### src/rtl/jk_stream_driver.sv
// rtl/jk_stream_driver.sv - serialises target Q words into J/K excitation and checks the fed-back Q.
// Build option: define JK_TOGGLE_EN to drive every Q change as a toggle (J=K=1).
module jk_stream_driver #(
    parameter int WIDTH = 8,
    parameter int CNT_W = 8
) (
    input  logic             clock,
    input  logic             rst,
    input  logic             in_valid,
    input  logic [WIDTH-1:0] in_data,
    output logic             in_ready,
    output logic             j,
    output logic             k,
    input  logic             q_fb,
    input  logic             err_clr,
    output logic             busy,
    output logic             done,
    output logic [CNT_W-1:0] err_cnt,
    output logic             err_flag
);
    localparam int IDX_W = (WIDTH > 2) ? $clog2(WIDTH) : 1;
    localparam logic [IDX_W-1:0] LAST_IDX = IDX_W'(WIDTH - 1);
    localparam logic [CNT_W-1:0] CNT_MAX = '1;

    typedef enum logic [1:0] {
        IDLE  = 2'd0,
        DRIVE = 2'd1,
        CHECK = 2'd2
    } state_t;

    state_t           state;
    logic [WIDTH-1:0] sr;
    logic [IDX_W-1:0] idx;
    logic             q_m;
    logic             chk_pend;
    logic             mismatch;

    // {J,K} that moves the flip-flop from cur to nxt
    function automatic logic [1:0] encode(input logic cur, input logic nxt);
`ifdef JK_TOGGLE_EN
        encode = (cur != nxt) ? 2'b11 : 2'b00;
`else
        encode = {~cur & nxt, cur & ~nxt};
`endif
    endfunction

    assign mismatch = chk_pend && (q_fb != q_m);

    always_ff @(posedge clock or negedge rst) begin
        if (!rst) begin
            state    <= IDLE;
            sr       <= '0;
            idx      <= '0;
            q_m      <= 1'b0;
            chk_pend <= 1'b0;
            in_ready <= 1'b1;
            busy     <= 1'b0;
            done     <= 1'b0;
            j        <= 1'b0;
            k        <= 1'b0;
            err_cnt  <= '0;
            err_flag <= 1'b0;
        end else begin
            done <= 1'b0;
            case (state)
                IDLE: begin
                    if (in_valid) begin
                        sr       <= in_data;
                        idx      <= '0;
                        {j, k}   <= encode(q_m, in_data[0]);
                        state    <= DRIVE;
                        in_ready <= 1'b0;
                        busy     <= 1'b1;
                    end
                end
                DRIVE: begin
                    // external flip-flop takes j/k on this same edge, so q_m tracks it
                    q_m      <= sr[0];
                    sr       <= {1'b0, sr[WIDTH-1:1]};
                    idx      <= idx + 1'b1;
                    chk_pend <= 1'b1;
                    if (idx == LAST_IDX) begin
                        state  <= CHECK;
                        {j, k} <= 2'b00;
                        done   <= 1'b1;
                    end else begin
                        {j, k} <= encode(sr[0], sr[1]);
                    end
                end
                CHECK: begin
                    state    <= IDLE;
                    in_ready <= 1'b1;
                    busy     <= 1'b0;
                    chk_pend <= 1'b0;
                end
                default: begin
                    state    <= IDLE;
                    in_ready <= 1'b1;
                    busy     <= 1'b0;
                    chk_pend <= 1'b0;
                    {j, k}   <= 2'b00;
                end
            endcase

            // a mismatch in the clearing cycle still counts once
            if (mismatch) begin
                err_flag <= 1'b1;
                if (err_clr)
                    err_cnt <= CNT_W'(1);
                else if (err_cnt != CNT_MAX)
                    err_cnt <= err_cnt + 1'b1;
            end else if (err_clr) begin
                err_cnt  <= '0;
                err_flag <= 1'b0;
            end
        end
    end
endmodule

### config.mk
export PLATFORM = sky130hd
export DESIGN_NAME = jk_stream_driver
export DESIGN_NICKNAME = d
export VERILOG_FILES = /design/src/rtl/jk_stream_driver.sv
export SDC_FILE = /design/constraint.sdc
export NUM_CORES = 1
export LEC_CHECK = 0
export BUFFER_PORTS_ARGS = -buffer_cell sky130_fd_sc_hd__buf_2
export CAP_MARGIN = 15
export CORE_MARGIN = 4
export CORE_UTILIZATION = 49
export CTS_CLUSTER_DIAMETER = 60
export DETAILED_ROUTE_END_ITERATION = 12
export GPL_TIMING_DRIVEN = 0
export PLACE_DENSITY = 0.76
export SYNTH_ARGS = -nofsm -noshare
export SYNTH_HDL_FRONTEND = slang
export SYNTH_SLANG_ARGS = --single-unit
export TNS_END_PERCENT = 5
### constraint.sdc
create_clock -name clock -period 1.5 [get_ports clock]
set_input_delay 0.225 -clock clock [delete_from_list [all_inputs] [get_ports clock]]
set_output_delay 0.225 -clock clock [all_outputs]
set_load 0.05 [all_outputs]
==> results of run 1 <==
[per-stage QoR]
stage / hold WS (ns) / utilization
6_report: 0.1091 / 0.6109
5_1_grt: 0.1090 / 0.6109
3_3_place_gp: 0.2779 / 0.5794
2_1_floorplan: -0.07059 / -
3_5_place_dp: 0.2847 / 0.5794
4_1_cts: 0.09466 / 0.6055
[worst max-delay path: cells and delay by family, from the launching register on]
family,cells,cell delay [ns]
flops,1,0.47
simple gates,1,0.36
compound gates,2,0.28
xor+xnor,1,0.29
[layout make-up]
cell class                 instances  area (um2)  share of cell area
buffer                             7       38.79             0.02283
clock buffer                       6       41.29             0.02430
clock inverter                     2       10.01            0.005891
inverter                           4       15.01            0.008837
multi-input combinational        100       683.2              0.4021
sequential                        29       737.0              0.4337
tap                               31       38.79             0.02283
timing repair buffer              26       135.1             0.07953
[kinds of logic after synthesis]
logic type               after synthesis  synth area share
buffers and inverters                 11           0.03671
XOR/XNOR                               3           0.02361
adder cells (fa/ha/maj)                3           0.02623
flip-flops                            29            0.5079
AND/OR/NAND/NOR                       47            0.1792
AO/OA/AOI/OAI                         41            0.1827
multiplexers                           6           0.04371
[registers in the layout, indices dropped and copies added (netlist names), 2 cells and up]
register	cells
err_cnt	8
idx	3
sr	8
state	2
[layout by cell type, fill, tap and decap left out, types with 2 or more instances in the layout]
cell type and instances:
sky130_fd_sc_hd__a22o_1 2, sky130_fd_sc_hd__nand3_1 3, sky130_fd_sc_hd__buf_2 25, sky130_fd_sc_hd__inv_1 4, sky130_fd_sc_hd__dfrtp_2 8, sky130_fd_sc_hd__a22oi_1 7, sky130_fd_sc_hd__clkbuf_1 5, sky130_fd_sc_hd__mux2i_1 4
sky130_fd_sc_hd__clkinv_2 2, sky130_fd_sc_hd__a21oi_1 13, sky130_fd_sc_hd__clkbuf_4 5, sky130_fd_sc_hd__nor3b_1 2, sky130_fd_sc_hd__dfrtp_1 20, sky130_fd_sc_hd__nand4_1 4, sky130_fd_sc_hd__and2_1 3, sky130_fd_sc_hd__ha_1 2
sky130_fd_sc_hd__nand2_1 5, sky130_fd_sc_hd__nor2b_1 10, sky130_fd_sc_hd__o21ai_1 12, sky130_fd_sc_hd__nor2_1 11, sky130_fd_sc_hd__nand2b_1 3
[repair_timing]
action | 4_1_cts | 5_1_grt
setup endpoints to repair | 1 | 13
endpoints found under the hold margin | 28 | 0
gates resized for setup | 1 | 5
hold buffers | 1 | 0
pin swaps | 1 | 0
setup buffers | 0 | 0
[metal layers]
metal	track usage	up-vias
met5	0	-
met4	0.07879	0
met3	0.07438	4
met2	0.3136	28
met1	0.2241	553
li1	-	566
[power breakdown]
group	switching (mW)	internal, mW	total, mW
Clock	0.279	0.178	0.457
Sequential	0.211	1.03	1.24
Combinational	0.768	0.466	1.23
[final timing paths]
check / from / endpoint / slack, ns
max: q_m / err_cnt[5] / 0.04
min: err_clr / err_cnt[5] / 0.11
max reg2reg: q_m / err_cnt[5] / 0.04
min reg2reg: k / k / 0.51
max in group asynchronous: rst / err_cnt[1] / 0.62
min in group asynchronous: rst / err_flag / 0.43
==> summary.md, run 1 <==
| Metric | Value |
|---|---|
| Outcome | `finished clean` |
| Setup skew after layout | `0.003888 ns` |
| Cell with the largest stage delay on the worst path | `sky130_fd_sc_hd__dfrtp_2` |
| Worst-case clock buffer depth | `2` |
| Unrepaired setup endpoints after global routing | `yes` |
| Number of warnings reported in the yosys synthesis log | `0` |
| Power per standard cell area | `1727 mW/mm2` |
| TritonCTS Sinks | `29` |
| Total global routing overflow | `0` |
| CTS tree | `built` |
| Portion of the clock cycle consumed by the worst path in the final layout | `0.9737` |
| Detailed Route WL | `3028 um` |
| Total leakage power | `0.7871 nW` |
| Class of the tightest hold or removal check | `in2reg` |
| Instance count of the mapped netlist | `140` |
| Vias in the first global route | `1125` |
| DR iter-0 viols | `88` |
| Number of nets with antenna violations after detailed routing | `0` |
| Routed wire length on met2 | `1496 um` |
| R2r worst-path depth | `4` |
| Die footprint | `0.003850 mm2` |
| Period minus WS final | `1.461 ns` |
| Maximum capacitance violations | `0` |
| Via total after detailed routing | `1151` |
| IR drop worst, VDD | `0.001239 V` |
| Crit path launch type | `flip-flop` |
| HPWL after detailed placement | `2135 um` |
| Worst Path Max Fanout | `8` |
| Total power consumption of the routed design | `2.934 mW` |
| Highest achievable clock rate | `684.7 MHz` |
| Final-report setup violation count | `0` |
| Final std cell area, no fill | `0.001699 mm2` |
| Filler-free cell count of the finished design | `205` |
| Fill cell count | `259` |
| Leading area contributor after synthesis | `sky130_fd_sc_hd__dfrtp_1` |
| Placement-stage worst setup slack | `-0.08243 ns` |
| Global routing usage summed across all routing layers | `0.1916` |
| Routed length on met1 | `1300 um` |
| Synthesized flop and latch total | `29` |
| Count of buffers from port buffering | `25` |
| Part of the Yosys area used for sequential elements | `0.5079` |
| Synth area leaders | `sky130_fd_sc_hd__dfrtp_1, sky130_fd_sc_hd__a21oi_1, sky130_fd_sc_hd__nor2b_1` |
| Maximum number of pins on one net before global-route repair | `30` |
| Worst Tran Pin Value | `0.6300 ns` |
| Dominant cell by count in the synthesized netlist | `sky130_fd_sc_hd__dfrtp_1` |
| Share of the synthesized area in the top cell type | `0.4895` |
| Worst slew margin | `0.5800` |
| Max Transition Viols Final | `0` |
| Arrival time reported for the critical path endpoint | `1.73 ns` |
| 1st-pass router iterations | `4` |
| Number of cells traversed by the worst hold path | `2` |
| Die height | `62.05 um` |
| Total Nets Final | `189` |
| Area post-placement | `0.001612 mm2` |
| Antenna violations before repair | `0` |
| Max layer used | `met4` |
| Average cell area after synthesis | `10.22 um2` |
| Number of different library cells in the post-synthesis netlist | `36` |
| Clock latency on the worst-skew pair | `0.33 ns` |
| Slack of the critical path | `0.03945 ns` |
| Final-layout setup total negative slack | `0 ns` |
| Count of H-tree levels built during CTS | `2` |
| Kind of end point of the critical path | `flip-flop` |
| Horizontal die dimension | `62.05 um` |
| Detail Route met3 WL | `191 um` |
| Stage delay of the slowest cell on the critical path | `0.47 ns` |
| Synthesized net count | `156` |
| Mean number of vias per cell | `5.615` |
| CTS Buf Count | `5` |
| Number of I/O pins | `27` |
| Total instance count after detailed placement | `196` |
| Critical Setup Path Class | `reg2reg` |
| Core region area | `0.002781 mm2` |
| Required @ worst endpoint | `1.76 ns` |
| First-pass GRT wire length | `5230 um` |
| Cell chosen for the clock root | `sky130_fd_sc_hd__clkbuf_4` |
| Antenna diodes | `0` |
| Starting utilization of the core area | `0.5146` |
| Critical Path, Cell by Cell | `xor2_4 -> o211ai_4 -> or3_1 -> a21oi_1` |
| Proportion of register bits with asynchronous set or reset after synthesis | `1.000` |
| Top cells by count, synth | `sky130_fd_sc_hd__dfrtp_1, sky130_fd_sc_hd__a21oi_1, sky130_fd_sc_hd__o21ai_1` |
| Predominant post-synthesis flop cell | `sky130_fd_sc_hd__dfrtp_1` |
| Fraction of final layout cells sized beyond drive strength 1 | `0.2931` |
| Count of endpoints failing hold in the final timing report | `0` |
| Area delta synth->final | `18.71%` |
| Netlist area before placement | `0.001431 mm2` |
| Count of flip-flops with a built-in enable after synthesis | `0` |
| Routability congestion estimate from global placement | `0.8383` |
| Clock-pin slew on the worst setup and hold paths | `0.09 ns` |
| Number of standard-cell rows in the floorplan | `19` |
| DRC Markers | `0` |
| Routed length per placed instance | `14.77 um` |
Note: power is estimated with default switching activity, not from simulation.
==> run 2, diff against run 1 <==
Settings changed: CORE_UTILIZATION 49 to 45, PLACE_DENSITY 0.76 to 0.71.
==> run 2 against run 1 <==
Net effect:
- critical path depth did not move
- critical path type unchanged
- fmax is 0.47% higher
- combinational power is 7% higher
- non-clock buffer count rose by 3
- cell count rose by 7.8%
- die area increased by 7.7%
- sequential cell count did not move
- highest routed layer unchanged
- count of clock-buffer cells in the layout is 1 higher
- largest power group is now combinational cells
- largest cell class unchanged
==> summary.md, run 2 (same netlist as run 1, synthesis figures left out) <==
| Metric | Value |
|---|---|
| Clock latency on the worst-skew pair | `0.34 ns (was 0.33 ns)` |
| Total Nets Final | `192 (was 189)` |
| Largest registers | `err_cnt (8), sr (8), idx (3) (unchanged)` |
| Power per standard cell area | `1816 mW/mm2 (was 1727 mW/mm2)` |
| Crit path launch type | `flip-flop (unchanged)` |
| Total instance count after detailed placement | `209 (was 196)` |
| Total global routing overflow | `0 (unchanged)` |
| Crit-path leading delay family | `flip-flops (unchanged)` |
| Max Transition Viols Final | `0 (unchanged)` |
| First-pass GRT wire length | `5161 um (was 5230 um)` |
| Core region area | `0.003053 mm2 (was 0.002781 mm2)` |
| Critical Path, Cell by Cell | `xor2_4 -> o211ai_4 -> or3_1 -> a21oi_2 (was xor2_4 -> o211ai_4 -> or3_1 -> a21oi_1)` |
| Count of endpoints failing hold in the final timing report | `0 (unchanged)` |
| Portion of the clock cycle consumed by the worst path in the final layout | `0.9691 (was 0.9737)` |
| Min-Delay Startpoint | `err_clr (unchanged)` |
| HPWL after detailed placement | `2104 um (was 2135 um)` |
| Detailed Route WL | `3085 um (was 3028 um)` |
| Critical Setup Path Class | `reg2reg (unchanged)` |
| Total leakage power | `0.8181 nW (was 0.7871 nW)` |
| Worst-case clock buffer depth | `2 (unchanged)` |
| Reg-to-reg startpoint | `q_m (unchanged)` |
| Via total after detailed routing | `1176 (was 1151)` |
| Number of standard-cell rows in the floorplan | `20 (was 19)` |
| Antenna diodes | `0 (unchanged)` |
| Starting utilization of the core area | `0.4689 (was 0.5146)` |
| Final-layout worst hold slack | `0.1240 ns (was 0.1091 ns)` |
| CTS tree | `built (unchanged)` |
| Stage delay of the slowest cell on the critical path | `0.47 ns (about the same)` |
| Final-report setup violation count | `0 (unchanged)` |
| Mean number of vias per cell | `5.321 (was 5.615)` |
| Worst Path Max Fanout | `5 (was 8)` |
| Area delta synth->final | `24.91% (was 18.71%)` |
| Maximum number of pins on one net before global-route repair | `30 (unchanged)` |
| Setup skew after layout | `0.01214 ns (was 0.003888 ns)` |
| Arrival time reported for the critical path endpoint | `1.71 ns (was 1.73 ns)` |
| Period minus WS final | `1.454 ns (was 1.461 ns)` |
| Global routing usage summed across all routing layers | `0.1646 (was 0.1916)` |
| Number of I/O pins | `27 (unchanged)` |
| Fraction of final layout cells sized beyond drive strength 1 | `0.3164 (was 0.2931)` |
| DRC Markers | `0 (unchanged)` |
| Filler-free cell count of the finished design | `221 (was 205)` |
| Clock-pin slew on the worst setup and hold paths | `0.10 ns (was 0.09 ns)` |
| Die footprint | `0.004147 mm2 (was 0.003850 mm2)` |
| Maximum capacitance violations | `0 (unchanged)` |
| Class of the tightest hold or removal check | `in2reg (unchanged)` |
| Die height | `64.40 um (was 62.05 um)` |
| Most common library cell in the layout ignoring fill and taps | `sky130_fd_sc_hd__buf_2 (unchanged)` |
| IR drop worst, VDD | `0.0008609 V (was 0.001239 V)` |
| Routability congestion estimate from global placement | `0.8400 (was 0.8383)` |
| CTS Buf Count | `5 (unchanged)` |
| Worst slew margin | `0.5682 (was 0.5800)` |
| Highest achievable clock rate | `687.9 MHz (was 684.7 MHz)` |
| Routed length per placed instance | `13.96 um (was 14.77 um)` |
| Share of the core filled with cells in the final layout | `0.5857 (was 0.6109)` |
| Worst Tran Pin Value | `0.6477 ns (was 0.6300 ns)` |
| Cell chosen for the clock root | `sky130_fd_sc_hd__clkbuf_4 (unchanged)` |
| Count of buffers from port buffering | `25 (unchanged)` |
| Start point of the critical path | `q_m (unchanged)` |
| Outcome | `finished clean (unchanged)` |
| Unrepaired setup endpoints after global routing | `yes (unchanged)` |
| WP buf/inv | `0 (unchanged)` |
| Required @ worst endpoint | `1.76 ns (about the same)` |
| Kind of end point of the critical path | `flip-flop (unchanged)` |
| Horizontal die dimension | `64.40 um (was 62.05 um)` |
| TritonCTS Sinks | `29 (unchanged)` |
| Final-layout setup total negative slack | `0 ns (unchanged)` |
| Count of H-tree levels built during CTS | `2 (unchanged)` |
| 1st-pass router iterations | `4 (unchanged)` |
| Antenna violations before repair | `0 (unchanged)` |
| Most frequent cells in the layout | `sky130_fd_sc_hd__buf_2, sky130_fd_sc_hd__dfrtp_1, sky130_fd_sc_hd__a21oi_1, sky130_fd_sc_hd__o21ai_1, sky130_fd_sc_hd__nor2_1 (was sky130_fd_sc_hd__buf_2, sky130_fd_sc_hd__dfrtp_1, sky130_fd_sc_hd__a21oi_1)` |
| Vias in the first global route | `1113 (was 1125)` |
| Number of nets with antenna violations after detailed routing | `0 (unchanged)` |
| DR iter-0 viols | `91 (was 88)` |
| Cell with the largest stage delay on the worst path | `sky130_fd_sc_hd__dfrtp_2 (unchanged)` |
-- run 2: timing repair --
| item | CTS | global route |
|---|---|---|
| resized for setup | 3 | 5 |
| setup buffers | 0 | 3 |
| hold buffers | 1 | 0 |
| pin swaps | 1 | 1 |
| endpoints found under the setup margin | 2 | 4 |
| endpoints found under the hold margin | 28 | 0 |
-- run 2: per-stage QoR --
stage	setup WS, ns	power (mW)	cell area [um2]
CTS	0.03107	3.177	1737
floorplan	-0.02869	2.161	1448
global placement	-0.03269	2.416	1628
finish	0.04630	3.247	1788
global route	-0.009256	3.483	1788
detailed placement	-0.06385	2.460	1628
-- run 2: cell type report --
type                       count  area (um2)
buffer                         7       38.79
clock buffer                   7       55.05
clock inverter                 1       30.03
fill                         268        1265
inverter                       4       15.01
multi-input combinational    100       699.4
sequential                    29       737.0
tap                           44       55.05
timing repair buffer          29       157.7
-- run 2: final timing paths --
| kind | endpoint | slack (ns) | cells past startpoint |
|---|---|---|---|
| worst min-delay path | err_cnt[5] | 0.12 | 2 |
| worst max register to register | err_cnt[5] | 0.05 | 4 |
| min in group asynchronous | err_cnt[7] | 0.44 | 2 |
| worst min register to register | j | 0.50 | 2 |
| worst max-delay path | err_cnt[5] | 0.05 | 4 |
| max in group asynchronous | err_cnt[1] | 0.59 | 2 |
-- run 2: power by group --
part	switching (mW)	total, mW	leakage [nW]	internal (mW)
Combinational	0.785	1.32	0.417	0.530
Clock	0.276	0.674	0.0455	0.398
Sequential	0.226	1.26	0.356	1.03
Total	1.29	3.25	0.818	1.96
-- run 2: layer usage --
layer / global-route usage / vias to the layer above / wire, um
met3: 0.05624 / 6 / 178
li1: - / 576 / -
met5: 0 / - / 0
met2: 0.2693 / 34 / 1538
met4: 0.07916 / 0 / 66
met1: 0.1924 / 560 / 1302
